--- config.mk ---
export PLATFORM = sky130hd
export DESIGN_NAME = clock_timekeeper
export DESIGN_NICKNAME = d
export VERILOG_FILES = /design/src/rtl/clock_timekeeper.sv
export SDC_FILE = /design/constraint.sdc
export NUM_CORES = 1
export LEC_CHECK = 0
export BUFFER_PORTS_ARGS = -buffer_cell sky130_fd_sc_hd__clkbuf_2
export CORE_UTILIZATION = 30
export DETAILED_ROUTE_END_ITERATION = 8
export SLEW_MARGIN = 20
export SYNTH_ARGS = -nofsm -noshare
export SYNTH_HDL_FRONTEND = slang
export SYNTH_SLANG_ARGS = --single-unit
--- constraint.sdc ---
create_clock -name clk -period 7.2 [get_ports clk]
set_input_delay 0.36 -clock clk [delete_from_list [all_inputs] [get_ports clk]]
set_output_delay 0.36 -clock clk [all_outputs]
set_load 0.02 [all_outputs]
--- src/rtl/clock_timekeeper.sv ---
// rtl/clock_timekeeper.sv - 24-hour BCD timekeeper with prescaler, debounced set buttons and HH:MM load port
module clock_timekeeper #(
    parameter int CLK_HZ   = 27000000,
    parameter int DEBOUNCE = 270000
) (
    input  logic       clk,
    input  logic       rst_n,
    input  logic       run,
    input  logic       btn_h,
    input  logic       btn_m,
    input  logic       ld_valid,
    output logic       ld_ready,
    input  logic [3:0] ld_hh,
    input  logic [3:0] ld_hl,
    input  logic [3:0] ld_mh,
    input  logic [3:0] ld_ml,
    output logic       ld_err,
    output logic [3:0] hh,
    output logic [3:0] hl,
    output logic [3:0] mh,
    output logic [3:0] ml,
    output logic [3:0] sh,
    output logic [3:0] sl,
    output logic       dots_on,
    output logic       sec_tick
);

    localparam int PW = (CLK_HZ > 1) ? $clog2(CLK_HZ) : 1;
    localparam int DW = (DEBOUNCE > 1) ? $clog2(DEBOUNCE) : 1;
    localparam logic [PW-1:0] P_MAX  = PW'(CLK_HZ - 1);
    localparam logic [PW-1:0] P_HALF = PW'(CLK_HZ / 2);
    localparam logic [DW-1:0] D_MAX  = DW'(DEBOUNCE - 1);

    logic [PW-1:0] presc;
    logic [PW-1:0] presc_next;
    logic          presc_adv;
    logic          wrap;
    logic          ld_ok;
    logic          ld_bad;

    logic [1:0]    sync1;
    logic [1:0]    sync2;
    logic [1:0]    deb;
    logic [DW-1:0] deb_cnt [2];
    logic [1:0]    btn_rise;
    logic          inc_h;
    logic          inc_m;

    logic [3:0] n_hh, n_hl, n_mh, n_ml, n_sh, n_sl;

    // Hour and minute increments wrap within their own field; callers decide on carry.
    function automatic logic [7:0] hour_inc(input logic [3:0] h1, input logic [3:0] h0);
        if (h1 == 4'd2 && h0 == 4'd3)
            return 8'h00;
        else if (h0 == 4'd9)
            return {h1 + 4'd1, 4'd0};
        else
            return {h1, h0 + 4'd1};
    endfunction

    function automatic logic [7:0] min_inc(input logic [3:0] m1, input logic [3:0] m0);
        if (m0 != 4'd9)
            return {m1, m0 + 4'd1};
        else if (m1 == 4'd5)
            return 8'h00;
        else
            return {m1 + 4'd1, 4'd0};
    endfunction

    assign ld_ready = rst_n;

    assign ld_ok  = ld_valid && (ld_hh <= 4'd2) && (ld_hl <= 4'd9) && (ld_mh <= 4'd5)
                    && (ld_ml <= 4'd9) && (ld_hh != 4'd2 || ld_hl <= 4'd3);
    assign ld_bad = ld_valid && !ld_ok;
    assign wrap   = run && (presc == P_MAX);

    // A new debounced level is accepted on the edge where the run of differing samples completes.
    always_comb begin
        for (int k = 0; k < 2; k++) begin
            btn_rise[k] = sync2[k] && !deb[k] && (deb_cnt[k] == D_MAX);
        end
    end

    assign inc_h = btn_rise[0];
    assign inc_m = btn_rise[1];

    always_comb begin
        presc_adv  = ld_ok || (run && !ld_bad);
        presc_next = presc;
        if (ld_ok)
            presc_next = '0;
        else if (run && !ld_bad)
            presc_next = wrap ? '0 : presc + PW'(1);
    end

    always_comb begin
        n_hh = hh;
        n_hl = hl;
        n_mh = mh;
        n_ml = ml;
        n_sh = sh;
        n_sl = sl;
        if (ld_valid) begin
            if (ld_ok) begin
                n_hh = ld_hh;
                n_hl = ld_hl;
                n_mh = ld_mh;
                n_ml = ld_ml;
                n_sh = 4'd0;
                n_sl = 4'd0;
            end
        end else if (inc_h || inc_m) begin
            if (inc_m)
                {n_mh, n_ml} = min_inc(mh, ml);
            if (inc_h)
                {n_hh, n_hl} = hour_inc(hh, hl);
        end else if (wrap) begin
            if (sl != 4'd9) begin
                n_sl = sl + 4'd1;
            end else begin
                n_sl = 4'd0;
                if (sh != 4'd5) begin
                    n_sh = sh + 4'd1;
                end else begin
                    n_sh = 4'd0;
                    {n_mh, n_ml} = min_inc(mh, ml);
                    if (mh == 4'd5 && ml == 4'd9)
                        {n_hh, n_hl} = hour_inc(hh, hl);
                end
            end
        end
    end

    always_ff @(posedge clk or negedge rst_n) begin
        if (!rst_n) begin
            sync1 <= '0;
            sync2 <= '0;
            deb   <= '0;
            for (int k = 0; k < 2; k++)
                deb_cnt[k] <= '0;
        end else begin
            sync1 <= {btn_m, btn_h};
            sync2 <= sync1;
            for (int k = 0; k < 2; k++) begin
                if (sync2[k] == deb[k]) begin
                    deb_cnt[k] <= '0;
                end else if (deb_cnt[k] == D_MAX) begin
                    deb[k]     <= sync2[k];
                    deb_cnt[k] <= '0;
                end else begin
                    deb_cnt[k] <= deb_cnt[k] + DW'(1);
                end
            end
        end
    end

    always_ff @(posedge clk or negedge rst_n) begin
        if (!rst_n) begin
            presc    <= '0;
            sec_tick <= 1'b0;
            dots_on  <= 1'b0;
            ld_err   <= 1'b0;
            hh       <= 4'd0;
            hl       <= 4'd0;
            mh       <= 4'd0;
            ml       <= 4'd0;
            sh       <= 4'd0;
            sl       <= 4'd0;
        end else begin
            presc    <= presc_next;
            // A rejected load freezes the prescaler, so its wrap must not pulse twice.
            sec_tick <= wrap && !ld_bad;
            if (presc_adv)
                dots_on <= (presc_next < P_HALF);
            ld_err   <= ld_bad;
            hh       <= n_hh;
            hl       <= n_hl;
            mh       <= n_mh;
            ml       <= n_ml;
            sh       <= n_sh;
            sl       <= n_sl;
        end
    end

endmodule

== Yosys cells after proc, flatten, opt, wreduce, memory -nomap -nowiden ==
Index checks and enable logic that the tools add are counted.

* Order comparisons: 6
* Reduce and logical (&&, ||, !) cells: 31
* Mux-type cells: 51
* Add/sub/neg operators: 9
* Equal/unequal tests: 21
* Bitwise logic cells: 2

{| class="wikitable"
|+ Operator list
! kind !! count
|-
| $mux 4 || 40
|-
| $mux 19 || 4
|-
| $mux 25 || 3
|-
| $add 19x1->19 const B || 2
|-
| $eq 19x19->1 const B || 2
|-
| $mux 8 || 4
|-
| $add 25x1->25 const B || 1
|-
| $eq 25x25->1 const B || 1
|-
| $lt 25x24->1 const B || 1
|-
| $add 4x1->4 const B || 6
|-
| $logic_and 1x1->1 || 15
|-
| $ne 3x3->1 const B || 4
|-
| $eq 4x2->1 const B || 2
|-
| $eq 4x4->1 const B || 2
|-
| $le 4x2->1 const B || 2
|-
| $le 4x4->1 const B || 2
|-
| $ne 4x4->1 const B || 2
|-
| $reduce_and 6->1 || 1
|-
| $reduce_bool 3->1 || 2
|-
| $reduce_and 5->1 || 1
|-
| $eq 4x3->1 const B || 1
|-
| $le 4x3->1 const B || 1
|-
| $logic_not 1->1 || 4
|-
| $ne 2x2->1 const B || 2
|-
| other kinds (10) || 15
|}

* Logic and storage cells: 136
* Output and inout bits: 28
* Flip-flop bits (word level): 96

== Logic depth before layout (Yosys ltp) ==
* Depth after elaboration: 13
* Depth in mapped cells: 9
* Depth with buffers taken out: 9

== Least setup slack after synthesis ==
OpenSTA, ideal clock, no wires.

* Path kind: register to register
* Start point: register presc[0]
* End point: register dots_on
* Required time: 7.074 ns
* Data arrival time: 2.558 ns
* Stages on the path, launching flop included: 10
* Period minus slack after synthesis: 2.684 ns
* Slack: 4.516 ns
* Setup time: 0.126 ns
* Cells stage by stage: dfrtp_1 > ha_1 > nand3_2 > or4_1 > clkbuf_2 > or4_4 > a21oi_2 > o21bai_1 > a211oi_1 > a221o_1

* Longest elaborated chain between the ends: 6

{| class="wikitable"
|+ RTL lines
! element !! line !! text
|-
| from (decl) || 34 || <nowiki>logic [PW-1:0] presc;</nowiki>
|-
| from (signal assigned) || 170 || <nowiki>presc <= presc_next;</nowiki>
|-
| branches (longest 3 deep; another with $add 25x1->25) || - ||
|-
| $mux 25 (*) || 92 || <nowiki>else if (run && !ld_bad)</nowiki>
|-
| $mux 25 (*) || 90 || <nowiki>if (ld_ok)</nowiki>
|-
| $lt 25x24->1 (*) || 174 || <nowiki>dots_on <= (presc_next < P_HALF);</nowiki>
|-
| to (signal assigned) || 174 ||
|-
| to (decl) || 24 || <nowiki>output logic dots_on,</nowiki>
|}

Every way passes the cells marked *.
A chain may end at the register's enable or synchronous reset.

== Worst setup path after layout ==
Ends and elaborated chain as after synthesis.

==> metrics.txt <==
run status=complete, no violations; vias in the first global route=approximately 4.4k; critical path arrival=approximately 3.3 ns; Layout fillers=~1.8k; number of H-tree levels=3; net count after synthesis=roughly 630; max capacitance violation total=0; period utilization=a little over two fifths; Tmin final=3.025 ns; CP cell instances=ha_1 > nand3_2 > or4_1 > or4_4 > a21oi_2 > o21bai_1 > a211oi_1 > a221o_1; clock insertion delay at the later pin of the skew report=approximately 0.36 ns; GPL Wtd Cong=0.8684; Worst setup SP type=register; sequential fraction of the synthesis area=44.21%; most frequently used flop master after synthesis=sky130_fd_sc_hd__dfrtp_1; number of enable flip-flop cells after synthesis=0; cell area after placement=a little under 0.006 mm²; leading post-synthesis cells by cell area=sky130_fd_sc_hd__dfrtp_1 44%, sky130_fd_sc_hd__nor2_1 5.0%, sky130_fd_sc_hd__o21ai_0 3.8%, sky130_fd_sc_hd__ha_1 3.5%, sky130_fd_sc_hd__nand2_1 3.5%; worst min-delay path category=input pin to asynchronous set/reset pin; number of distinct library cell variants in the gate-level netlist after synthesis=76; post-synthesis average cell area=between 9 and 10 µm²; IO Count=50; count of endpoints failing hold in the final timing report=0; met3 track demand over resource in global routing=between 3 and 4%; total via count in the routed design=around 4.6k; quantity of I/O buffers inserted on ports=49; VDD IR max=0.1060 mV; YS warnings=0; height of the chip=roughly 140 µm; max-slew violation count=0; CP Max Fanout=10; clock-pin slew on the worst setup and hold paths=0.07 ns; met1 Use GR=20.95%; Area growth syn-to-layout=13.77%; effective utilization at floorplan=about 31%; drt initial violations=413; share of post-route cells with drive strength above 1=14.75%; Fmax=330.6 MHz; share of Yosys cell area claimed by the top area cell type=roughly 44%; post-CTS setup-driven buffer insertion count=0; startpoint-to-endpoint class of the critical path=register to register; initial antenna violation count=0; dpl hpwl=9605 µm; synthesized cell area=around 0.0054 mm²; number of cell rows=48; async set-reset flop share out of synthesis=100.0%; per-cell routed wire length=15.48 µm; GRT Util Overall=15.46%; Cell Pwr Density=about 210 mW/mm²; die span in x=136.6 µm; Routed WL=approximately 13000 µm; Max clock buf depth=2; Setup violations, final=0; met2 Track Usage GR=between 20% and 30%; GRT overflow=0; quantity of gates resized following cts=0; setup repair after global routing missed its margin=no; Worst path max stage delay=roughly 0.75 ns; core box area=~0.017 mm²; diode count=0; slowest cell on the critical path=sky130_fd_sc_hd__or4_1; buffer cell driving the clock tree root=sky130_fd_sc_hd__clkbuf_16; clk sinks=96; biggest area consumer among synthesized cells=sky130_fd_sc_hd__dfrtp_1; Post-DRT Antenna Nets=0; design area=0.006182 mm²; Num CTS Buffers=9; normalized max-slew margin=between 40% and 50%; Leakage Power=about 2.6 nW; post-DR vias/cell=~5.3; setup total negative slack=0 ns; Worst EP required=7.43 ns; overall die area=around 0.019 mm²; DRC violation count after routing=0; Worst Skew=0.008261 ns; first-pass iteration count of the detailed router=5; Slew @ Worst Pin=0.8311 ns; routing layer with the top usage in global route=met2; flip-flop and latch count after synthesis=96; post-route core utilization=between 30% and 40%; pin count of the biggest net entering global routing=52; final net count=between 600 and 700; clock tree from TritonCTS=done; Setup crit end kind=register; cell count after synthesis=slightly below 600; wire length of the first global-routing pass=around 22000 µm; CTS hold repair buffers=0
-- cell usage in the layout, fill, tap and decap left out, types with 9 or more instances in the layout --
cell | Yosys | final
sky130_fd_sc_hd__a21oi_1 | 31 | 31
sky130_fd_sc_hd__clkbuf_16 | 0 | 9
sky130_fd_sc_hd__nor2_1 | 72 | 72
sky130_fd_sc_hd__clkbuf_2 | 1 | 48
sky130_fd_sc_hd__xnor2_1 | 19 | 19
sky130_fd_sc_hd__inv_1 | 24 | 24
sky130_fd_sc_hd__nand3_1 | 28 | 28
sky130_fd_sc_hd__nand4_1 | 13 | 13
sky130_fd_sc_hd__o21ai_0 | 41 | 41
sky130_fd_sc_hd__ha_1 | 15 | 15
sky130_fd_sc_hd__and3_1 | 20 | 20
sky130_fd_sc_hd__xor2_1 | 18 | 18
sky130_fd_sc_hd__nand2_1 | 50 | 50
sky130_fd_sc_hd__a211oi_1 | 11 | 11
sky130_fd_sc_hd__nor3_1 | 19 | 19
sky130_fd_sc_hd__nor4_1 | 9 | 9
sky130_fd_sc_hd__dfrtp_1 | 96 | 96
-- Yosys cell counts (3+ instances only) --
library cell and n:
sky130_fd_sc_hd__nor4_1 9, sky130_fd_sc_hd__nor3_1 19, sky130_fd_sc_hd__and3_1 20, sky130_fd_sc_hd__nor2b_1 3, sky130_fd_sc_hd__xnor2_1 19, sky130_fd_sc_hd__nand2b_1 4
sky130_fd_sc_hd__o21ai_0 41, sky130_fd_sc_hd__or3_1 7, sky130_fd_sc_hd__nand3_1 28, sky130_fd_sc_hd__a221o_1 3, sky130_fd_sc_hd__nand2_1 50, sky130_fd_sc_hd__a21oi_1 31
sky130_fd_sc_hd__inv_1 24, sky130_fd_sc_hd__a31oi_1 4, sky130_fd_sc_hd__nor2_1 72, sky130_fd_sc_hd__ha_1 15, sky130_fd_sc_hd__dfrtp_1 96, sky130_fd_sc_hd__clkbuf_1 10
sky130_fd_sc_hd__mux2i_1 3, sky130_fd_sc_hd__nand3b_1 4, sky130_fd_sc_hd__or2_2 5, sky130_fd_sc_hd__o31ai_1 7, sky130_fd_sc_hd__and4_1 4, sky130_fd_sc_hd__a211oi_1 11
sky130_fd_sc_hd__o2111ai_1 3, sky130_fd_sc_hd__a21o_1 4, sky130_fd_sc_hd__xor2_1 18, sky130_fd_sc_hd__nand4_1 13, sky130_fd_sc_hd__o21bai_1 3, sky130_fd_sc_hd__and2_1 4
sky130_fd_sc_hd__nor4b_1 3
-- power by group --
group	internal, mW	switching (mW)
clock	0.281	0.217
sequential	0.575	0.0521
combinational	0.0653	0.115
total	0.921	0.384
-- path summary, 6_finish.rpt --
| kind | start | to | slack (ns) | cells after the start |
|---|---|---|---|---|
| max in group asynchronous | rst_n | presc[14] | 6.05 | 2 |
| worst min-delay path | rst_n | deb_cnt[27] | 0.02 | 1 |
| min in group clk | btn_m | sync1[1] | 0.11 | 1 |
| worst max-delay path | presc[0] | dots_on | 4.18 | 8 |
| worst min register to register | sync1[1] | sync2[1] | 0.35 | 0 |
| worst max register to register | presc[0] | dots_on | 4.18 | 8 |
-- area by class of cell --
cell class	instances	area, µm²	area share (%)
well taps	225	281.5	4.554
multi-input cells	456	2831	45.80
clock buffers	11	242.7	3.926
flip-flops and latches	96	2402	38.86
clock inverters	5	63.81	1.032
inverters	24	90.09	1.457
repair buffers	52	270.3	4.372
-- metal layers --
layer,vias up,routed length [µm],part of all wire (%)
met5,-,0,0
li1,2248,-,-
met3,27,764,5.7
met2,136,5877,44
met1,2208,6441,48
met4,0,365,2.7
-- through the flow --
step	power (mW)	cells	setup slack (ns)	hold WS [ns]
finish	1.305	869	4.175	0.02366
global route	1.373	869	4.002	0.09226
CTS	1.324	869	4.192	0.06184
detailed placement	0.8170	853	4.007	0.3396
global placement	0.8149	853	4.028	0.3339
floorplan	0.7386	594	4.516	0.06441
-- cell families after synthesis --
group,share of synthesized area [%]
xor gates and xnor gates,5.964
muxes,0.9671
AOI/OAI and AO/OA,16.10
adders and majority gates,3.454
buffers and inverters,3.684
DFF,44.21
and+or+nand+nor,25.63
-- sequential cells by signal, indices dropped and copies added, names as in the netlist --
register	count
dots_on	1
hl	4
sh	4
hh	4
sync1	2
sec_tick	1
deb_cnt	38
presc	25
ld_err	1
sl	4
ml	4
sync2	2
deb	2
mh	4
-- worst max-delay path: cells and delay by family, from the launching register on --
family	cells	cell delay, ns
fa+ha+maj	1	0.23
compound gates	4	0.72
flops	1	0.42
simple gates	3	1.54
(Power assumes the default switching activity.)
